**src/rtl/nsa_pkg.sv**
```systemverilog
// Shared definitions for the nibble-serial adder.
//   state_t     : FSM encoding (IDLE / RUN / DONE)
//   NIBBLE_W    : width of one processed digit (4 bits)
//   MAX_NIBBLES : largest supported NIBBLES parameter
//   IDX_W       : width of the nibble index register, sized for MAX_NIBBLES
package nsa_pkg;

    localparam int NIBBLE_W    = 4;
    localparam int MAX_NIBBLES = 8;
    localparam int IDX_W       = 3;

    typedef enum logic [1:0] {
        IDLE = 2'd0,
        RUN  = 2'd1,
        DONE = 2'd2
    } state_t;

endpackage

```
**src/rtl/nibble_serial_adder_fourbitadder.sv**
```systemverilog
// fourbitadder: combinational 4-bit ripple-carry adder built from full-adder
// equations.
//   a, b : 4-bit addends
//   cin  : carry-in
//   sum  : 4-bit result
//   cout : carry out of bit 3
module fourbitadder (
    input  logic [3:0] a,
    input  logic [3:0] b,
    input  logic       cin,
    output logic [3:0] sum,
    output logic       cout
);

    logic [4:0] w_c;

    assign w_c[0] = cin;

    for (genvar i = 0; i < 4; i++) begin : g_fa
        assign sum[i]   = a[i] ^ b[i] ^ w_c[i];
        assign w_c[i+1] = (a[i] & b[i]) | (w_c[i] & (a[i] ^ b[i]));
    end

    assign cout = w_c[4];

endmodule

```
**src/rtl/nibble_serial_adder.sv**
```systemverilog
// nibble_serial_adder: adds two W-bit unsigned operands (W = 4*NIBBLES) plus
// a carry-in one nibble per clock, using a single fourbitadder instance.
//
// Ports:
//   clk, rst             : rising-edge clock, asynchronous active-high reset
//   in_valid / in_ready  : operand handshake (ready only in IDLE)
//   a, b, cin            : operands, captured on the accepting edge
//   out_valid / out_ready: result handshake (valid only in DONE)
//   sum, cout            : registered result, held stable while in DONE
//   dbg_state            : current FSM state, for observation
//   ovf                  : signed overflow of the full sum, only present when
//                          NSA_OVERFLOW_EN is defined
//
// Handshake rule: a transfer happens on a rising edge where valid && ready are
// both 1; the producer keeps valid and data stable until that edge, and ready
// never depends combinationally on valid.
module nibble_serial_adder
    import nsa_pkg::*;
#(
    parameter int NIBBLES = 4
) (
    input  logic                        clk,
    input  logic                        rst,
    input  logic                        in_valid,
    output logic                        in_ready,
    input  logic [NIBBLE_W*NIBBLES-1:0] a,
    input  logic [NIBBLE_W*NIBBLES-1:0] b,
    input  logic                        cin,
    output logic                        out_valid,
    input  logic                        out_ready,
    output logic [NIBBLE_W*NIBBLES-1:0] sum,
    output logic                        cout,
    output state_t                      dbg_state
`ifdef NSA_OVERFLOW_EN
    ,
    output logic                        ovf
`endif
);

    localparam int                   W        = NIBBLE_W * NIBBLES;
    localparam logic [IDX_W-1:0]     LAST_IDX = IDX_W'(NIBBLES - 1);

    state_t               r_state;
    state_t               w_state_next;
    logic [W-1:0]         r_a;
    logic [W-1:0]         r_b;
    logic [W-1:0]         r_sum;
    logic                 r_carry;
    logic                 r_cout;
    logic [IDX_W-1:0]     r_idx;

    logic                 w_accept;
    logic                 w_last;
    logic [W-1:0]         w_a_sh;
    logic [W-1:0]         w_b_sh;
    logic [NIBBLE_W-1:0]  w_nib_a;
    logic [NIBBLE_W-1:0]  w_nib_b;
    logic [NIBBLE_W-1:0]  w_nib_sum;
    logic                 w_nib_cout;

    // State register
    always_ff @(posedge clk or posedge rst) begin
        if (rst) begin
            r_state <= IDLE;
        end else begin
            r_state <= w_state_next;
        end
    end

    // Next state and handshake outputs
    always_comb begin
        w_state_next = r_state;
        in_ready     = 1'b0;
        out_valid    = 1'b0;
        w_accept     = 1'b0;
        w_last       = 1'b0;
        case (r_state)
            IDLE: begin
                in_ready = 1'b1;
                if (in_valid) begin
                    w_accept     = 1'b1;
                    w_state_next = RUN;
                end
            end
            RUN: begin
                if (r_idx == LAST_IDX) begin
                    w_last       = 1'b1;
                    w_state_next = DONE;
                end
            end
            DONE: begin
                out_valid = 1'b1;
                if (out_ready) begin
                    w_state_next = IDLE;
                end
            end
            default: begin
                w_state_next = IDLE;
            end
        endcase
    end

    // Select the current nibble by shifting it down to bit 0.
    assign w_a_sh  = r_a >> {r_idx, 2'b00};
    assign w_b_sh  = r_b >> {r_idx, 2'b00};
    assign w_nib_a = w_a_sh[NIBBLE_W-1:0];
    assign w_nib_b = w_b_sh[NIBBLE_W-1:0];

    fourbitadder u_nibble_add (
        .a    (w_nib_a),
        .b    (w_nib_b),
        .cin  (r_carry),
        .sum  (w_nib_sum),
        .cout (w_nib_cout)
    );

    // Datapath. sum is zeroed on acceptance, so each RUN cycle can simply OR
    // its nibble into place.
    always_ff @(posedge clk or posedge rst) begin
        if (rst) begin
            r_a     <= '0;
            r_b     <= '0;
            r_sum   <= '0;
            r_carry <= 1'b0;
            r_cout  <= 1'b0;
            r_idx   <= '0;
        end else if (w_accept) begin
            r_a     <= a;
            r_b     <= b;
            r_carry <= cin;
            r_sum   <= '0;
            r_cout  <= 1'b0;
            r_idx   <= '0;
        end else if (r_state == RUN) begin
            r_sum   <= r_sum | (W'(w_nib_sum) << {r_idx, 2'b00});
            r_carry <= w_nib_cout;
            r_idx   <= r_idx + 1'b1;
            if (w_last) begin
                r_cout <= w_nib_cout;
            end
        end
    end

`ifdef NSA_OVERFLOW_EN
    logic r_ovf;
    logic w_c_into_msb;

    // Carry into the MSB recovered from the MSB's own sum bit.
    assign w_c_into_msb = w_nib_a[NIBBLE_W-1] ^ w_nib_b[NIBBLE_W-1] ^ w_nib_sum[NIBBLE_W-1];

    always_ff @(posedge clk or posedge rst) begin
        if (rst) begin
            r_ovf <= 1'b0;
        end else if (w_accept) begin
            r_ovf <= 1'b0;
        end else if (w_last) begin
            r_ovf <= w_c_into_msb ^ w_nib_cout;
        end
    end

    assign ovf = r_ovf;
`endif

    assign sum       = r_sum;
    assign cout      = r_cout;
    assign dbg_state = r_state;

endmodule
```
**config.mk**
```make
export PLATFORM = sky130hd
export DESIGN_NAME = nibble_serial_adder
export DESIGN_NICKNAME = d
export VERILOG_FILES = /design/src/rtl/nsa_pkg.sv /design/src/rtl/nibble_serial_adder_fourbitadder.sv /design/src/rtl/nibble_serial_adder.sv
export SDC_FILE = /design/constraint.sdc
export NUM_CORES = 1
export LEC_CHECK = 0
export ABC_AREA = 1
export CAP_MARGIN = 30
export CORE_MARGIN = 4
export CORE_UTILIZATION = 40
export CTS_CLUSTER_SIZE = 16
export DETAILED_ROUTE_END_ITERATION = 10
export PLACE_DENSITY = 0.65
export RECOVER_POWER = 25
export SETUP_SLACK_MARGIN = 0.05
export SYNTH_ARGS = -nofsm -noshare
export SYNTH_HDL_FRONTEND = slang
export SYNTH_SLANG_ARGS = --single-unit
export TNS_END_PERCENT = 100
```
**constraint.sdc**
```tcl
create_clock -name clk -period 3.5 [get_ports clk]
set_input_delay 0.7 -clock clk [delete_from_list [all_inputs] [get_ports clk]]
set_output_delay 0.7 -clock clk [all_outputs]
set_load 0.005 [all_outputs]
```
==> run_results.csv, run 1 <==
group,metric,value,unit
outcome,outcome,"completed",
final_layout,layout-drive-gt1-share,0.0894,
clocking,ctsHoldBuffers,0,
synthesis,ys_top_cells_by_area,"dfrtp_1, nand2_1, o21ai_2, a21oi_1, inv_1",
die,initial_core_util,0.409,
worst_setup_path,start_kind,"flop",
final_layout,final_cells,449,
timing,period_share,0.900,
synthesis,ys.flop_type,"dfrtp_1",
final_layout,design.final.nets,412,
worst_setup_path,worstPathMaxFanout,16,
synthesis,synth_edf_count,0,
place,portBuffers,57,
pwr,p_leak,0.00160,uW
timing,setup_violations,0,
worst_hold_path,holdPathStages,2,
timing,rsz0062_at_grt,"false",
timing,fmax,0.318,GHz
clocking,htreeDepth,2,
worst_hold_path,hold_path_end,"r_a[1]",
synthesis,ys_seq_area_frac,0.498,
die,die_w,91.2,um
synthesis,ys_seq_elements,55,
die,die_y,91.2,um
grt,overflow,0,
worst_setup_path,crit_type,"flop to flop",
synthesis,netlist_area,0.00277,mm^2
drt,drt_pass1_iterations,4,
drt,antenna_left,0,
pwr,powerDensity,926,mW/mm^2
clocking,cts_tree,"built",
pwr,vdd_drop_max,504,uV
drt,vias,2173,
timing,finClkSkew,0.0105,ns
grt,grt_max_degree,56,
drt,wl,6.08,mm
place,gp_congestion,0.797,
clocking,clk_latency,0.30,ns
synthesis,syn_nets,361,
die,core_area,0.00676,mm^2
drt,drc,0,
die,ios,58,
synthesis,ys_warn_count,0,
worst_setup_path,cp.required,3.69,ns
timing,hold_ws,0.500,ns
drt,wl_per_cell,13.5,um
timing,setup_tns,0,ns
grt,grt_pass1_vias,2222,
synthesis,synthCells,318,
final_layout,diodes,0,
synthesis,yosysTopAreaCell,"dfrtp_1",
timing,maxSlewHeadroom,0.102,
place,dp_hpwl,4.42,mm
drt,drt_iter0_markers,73,
clocking,clock-sinks,55,
final_layout,area_growth_syn_to_layout,22.8,%
synthesis,syn_area_per_cell,8.70,um^2
clocking,numCtsBuffers,5,
final_layout,postLayoutCoreUtil,0.503,
worst_hold_path,min_from,"r_a[1]",
synthesis,ys_types,23,
worst_setup_path,worstPathArrival,3.34,ns
drt,drt-vias-per-instance,4.84,
timing,final-hold-violation-count,0,
worst_setup_path,r2r-start,"r_idx[0]",
place,place_inst,442,
timing,finalCriticalPeriod,3.15,ns
grt,antenna_found_initial,0,
worst_hold_path,hold_path.class,"flop to flop",
clocking,post_cts_buffers,0,
synthesis,synth_top_cell_area_share,0.498,
clocking,cts_root_buf,"clkbuf_8",
clocking,cts.path.max_buffers,2,
worst_setup_path,end_kind,"flop",
final_layout,mostFrequentLayoutCells,"nand2_1, clkdlybuf4s50_1, dfrtp_1",
grt,grtUsageTotal,0.155,
worst_setup_path,r2r_cells,12,
grt,grt_pass1_wl,10.6,mm
die,die_area,0.00831,mm^2
timing,worstMarginPinSlew,1.35,ns
run,drv_cap,0,
die,fp-row-count,30,
timing,drv_slew,0,
final_layout,final_common_cell,"nand2_1",
synthesis,synthArstFlopShare,1.00,
clocking,cts_resized,0,
final_layout,n_fill_cell,664,
worst_setup_path,r2r_end,"sum[3]",
clocking,clk_pin_slew,0.10,ns
worst_setup_path,r2r_slack,0.35,ns
## cells by family after synthesis
group                    share of synthesized area
adder cells (fa/ha/maj)                     0.0380
AO/OA/AOI/OAI                                0.163
buffers and inverters                        0.106
AND/OR/NAND/NOR                              0.195
flip-flops                                   0.498
## flip-flops by register name (all words and copies together) (netlist names)
| name | flops |
|---|---|
| r_a | 16 |
| r_b | 16 |
| sum | 16 |
| r_idx | 3 |
| dbg_state | 2 |
| cout | 1 |
| r_carry | 1 |
## report_power, final
group / switching [uW] / internal (uW)
Clock: 191 / 210
Sequential: 181 / 905
Combinational: 975 / 683
## metrics by stage
step	instance area, um^2	power [uW]	setup WS (ns)
after global routing	3400	3480	0.109
after CTS	3410	3180	0.366
final	3400	3150	0.351
after floorplan	2770	2350	0.782
after detailed placement	3310	2770	0.389
after global placement	3310	2730	0.460
## critical path, stage by stage, from the launching register on
cell	delay, ns
dfrtp_1	0.65
inv_2	0.19
nand2_1	0.12
nand3_1	0.07
a21oi_1	0.18
fa_1	0.19
inv_1	0.05
fa_1	0.38
fa_1	0.39
fa_1	0.51
nor2_1	0.06
a21oi_1	0.19
nor2_1	0.07
## Yosys cell counts (all sizes together), types with 2 or more instances
| master | count |
|---|---|
| a21oi | 30 |
| buf | 16 |
| dfrtp | 55 |
| fa | 4 |
| ha | 2 |
| inv | 36 |
| nand2 | 101 |
| nand3 | 7 |
| nor2 | 26 |
| o211ai | 10 |
| o21ai | 27 |
| o21bai | 2 |
## per-layer routing
layer  GRT usage  routed length [um]  vias to the layer above
li1            -                   -                     1105
met1       0.219                3020                     1013
met2       0.246                2800                       53
met3      0.0331                 225                        2
met4      0.0314                  23                        0
met5           0                   0                        -
## layout make-up
type / instances / area (um^2) / area share
Tap cell: 80 / 100 / 0.0295
Multi-Input combinational cell: 211 / 1090 / 0.320
Clock buffer: 6 / 72.6 / 0.0214
Inverter: 36 / 140 / 0.0412
Clock inverter: 1 / 30.0 / 0.00884
Timing Repair Buffer: 60 / 591 / 0.174
Sequential cell: 55 / 1380 / 0.405
## how the worst max path moves through the flow
stage / from / to / slack [ns] / cells past startpoint
2_1_floorplan: r_idx[0] / sum[15] / 0.78 / 12
3_3_place_gp: r_idx[0] / sum[11] / 0.46 / 12
3_5_place_dp: r_idx[0] / sum[3] / 0.39 / 12
4_1_cts: r_idx[0] / sum[3] / 0.37 / 12
5_1_grt: r_idx[0] / sum[3] / 0.11 / 12
6_report: r_idx[0] / sum[3] / 0.35 / 12
No activity file was read; power rests on OpenSTA's default activity.
==> inputs of run 2 (changes only) <==
Settings changed: CORE_MARGIN 4 to 8.
==> run 2 against run 1 <==
Effect of this change: cell area is essentially flat; hold slack got worse by 0.011 ns; wire length grew 2.9%; sequential share of layout area about the same; register-to-register slack worse by 0.02 ns; non-clock buffer count is the same; clock skew fell by 0.0025 ns; global-route usage down 1.7 points; clock power fell by 5%; critical endpoint is now sum[11].
==> run_results.csv, run 2 (synthesized netlist as in run 1, its figures left out) <==
group,metric,value,unit
timing,setup_violations,0,
timing,maxSlewHeadroom,0.267,
worst_setup_path,cp_cell_sequence,"inv_2, nand2_1, nand3_1, a21oi_1, fa_1, inv_1, fa_1, fa_1, fa_1, nor2_1, a21oi_1, nor2_1",
clocking,ctsHoldBuffers,0,
drt,drc,0,
final_layout,design.final.nets,412,
grt,grt_max_degree,55,
place,portBuffers,57,
worst_setup_path,end_kind,"flop",
grt,grt_pass1_vias,2271,
die,die_y,99.2,um
worst_setup_path,critPathBufInv,2,
run,drv_cap,0,
clocking,post_cts_buffers,0,
place,place_inst,442,
timing,worstMarginPinSlew,1.10,ns
die,die_area,0.00983,mm^2
drt,vias,2156,
final_layout,final_cells,450,
worst_hold_path,hold_path.class,"flop to flop",
worst_setup_path,start_kind,"flop",
timing,setup_tns,0,ns
drt,drt_iter0_markers,103,
timing,fmax,0.315,GHz
die,initial_core_util,0.409,
die,core_area,0.00676,mm^2
pwr,vdd_drop_max,509,uV
clocking,cts.path.max_buffers,2,
timing,finClkSkew,0.00806,ns
clocking,cts_resized,0,
timing,drv_slew,0,
die,ios,58,
clocking,clock-sinks,55,
clocking,clk_pin_slew,0.10,ns
worst_setup_path,crit_slowest_cell,"dfrtp_1",
timing,final-hold-violation-count,0,
final_layout,diodes,0,
timing,rsz0062_at_grt,"false",
worst_setup_path,worstPathMaxFanout,16,
clocking,numCtsBuffers,5,
die,die_w,99.2,um
worst_setup_path,crit_family,"adder cells",
worst_setup_path,worstPathArrival,3.38,ns
die,fp-row-count,30,
clocking,cts_root_buf,"clkbuf_8",
worst_setup_path,crit_top_cell,"fa_1",
pwr,powerDensity,921,mW/mm^2
clocking,clk_latency,0.31,ns
final_layout,area_growth_syn_to_layout,22.9,%
timing,finalCriticalPeriod,3.17,ns
grt,antenna_found_initial,0,
worst_setup_path,slowest_delay,0.67,ns
worst_setup_path,crit_type,"flop to flop",
grt,grt_pass1_wl,11.0,mm
place,dp_hpwl,4.69,mm
final_layout,layout-drive-gt1-share,0.0946,
drt,drt_pass1_iterations,6,
final_layout,final_common_cell,"nand2_1",
drt,wl_per_cell,13.9,um
drt,wl,6.25,mm
place,gp_congestion,0.838,
outcome,outcome,"completed",
worst_setup_path,cp.required,3.71,ns
grt,grtUsageTotal,0.138,
clocking,cts_tree,"built",
grt,overflow,0,
drt,antenna_left,0,
clocking,htreeDepth,2,
pwr,p_leak,0.00160,uW
final_layout,mostFrequentLayoutCells,"nand2_1, dfrtp_1, clkdlybuf4s50_1",
timing,period_share,0.907,
drt,drt-vias-per-instance,4.79,
## run 2: cell types whose count changed in the layout (fill, tap and decap cells not counted), sizes merged
cell           delta
clkinvlp          +1
bufinv            -1
dlygate4sd3       +1
clkbuf            +1
clkdlybuf4s50     -1
clkinv            -1
inv               +1
## run 2: worst reg2reg max path, delay by kind of cell, from the launching register on
family / cells / cell delay (ns)
adders and majority gates: 4 / 1.48
DFF: 1 / 0.67
AOI/OAI and AO/OA: 2 / 0.37
and+or+nand+nor: 4 / 0.29
buffers and inverters: 2 / 0.25
## run 2: final cells by class
class,count,area [um^2]
Fill cell,687,3360
Sequential cell,55,1380
Multi-Input combinational cell,211,1090
Timing Repair Buffer,60,591
Inverter,36,140
Tap cell,80,100
Clock buffer,7,96.3
Clock inverter,1,7.51
## run 2: power by group
part / leakage [uW] / internal, uW / switching [uW] / total [uW]
registers: 0.000693 / 904 / 182 / 1090
logic: 0.000857 / 685 / 976 / 1660
clock network: 0.0000505 / 180 / 202 / 382
total: 0.00160 / 1770 / 1360 / 3130
## run 2: layer usage
layer / vias to the layer above / global-route usage / share of wire
li1: 1111 / - / -
met1: 1002 / 0.180 / 0.48
met2: 38 / 0.216 / 0.45
met3: 5 / 0.0405 / 0.052
met4: 0 / 0.0442 / 0.013
met5: - / 0 / 0
## run 2: final timing paths
kind,start,endpoint,slack (ns),cells after the start
max,r_idx[0],sum[11],0.33,12
min,r_b[3],r_b[3],0.49,2
min reg2reg,r_b[3],r_b[3],0.49,2
max reg2reg,r_idx[0],sum[11],0.33,12
min in group asynchronous,rst,r_a[11],1.01,2
max in group asynchronous,rst,r_b[1],1.21,3
## run 2: stage by stage
step                      area [um^2]   util  hold slack [ns]  total power [uW]  setup slack (ns)
after detailed placement         3310  0.489            0.469              2780             0.338
after global placement           3310  0.489            0.472              2740             0.457
after floorplan                  2770      -            0.449              2350             0.782
after CTS                        3410  0.505            0.494              3170             0.305
after global routing             3400  0.503            0.516              3460            0.0471
final                            3400  0.503            0.489              3130             0.327
==> inputs of run 3 (changes only) <==
Settings changed: CAP_MARGIN 30 to default, SKIP_LAST_GASP from default to 1.
==> results of run 3 <==
No change in the layout: final DEF, timing and power equal those of run 2.
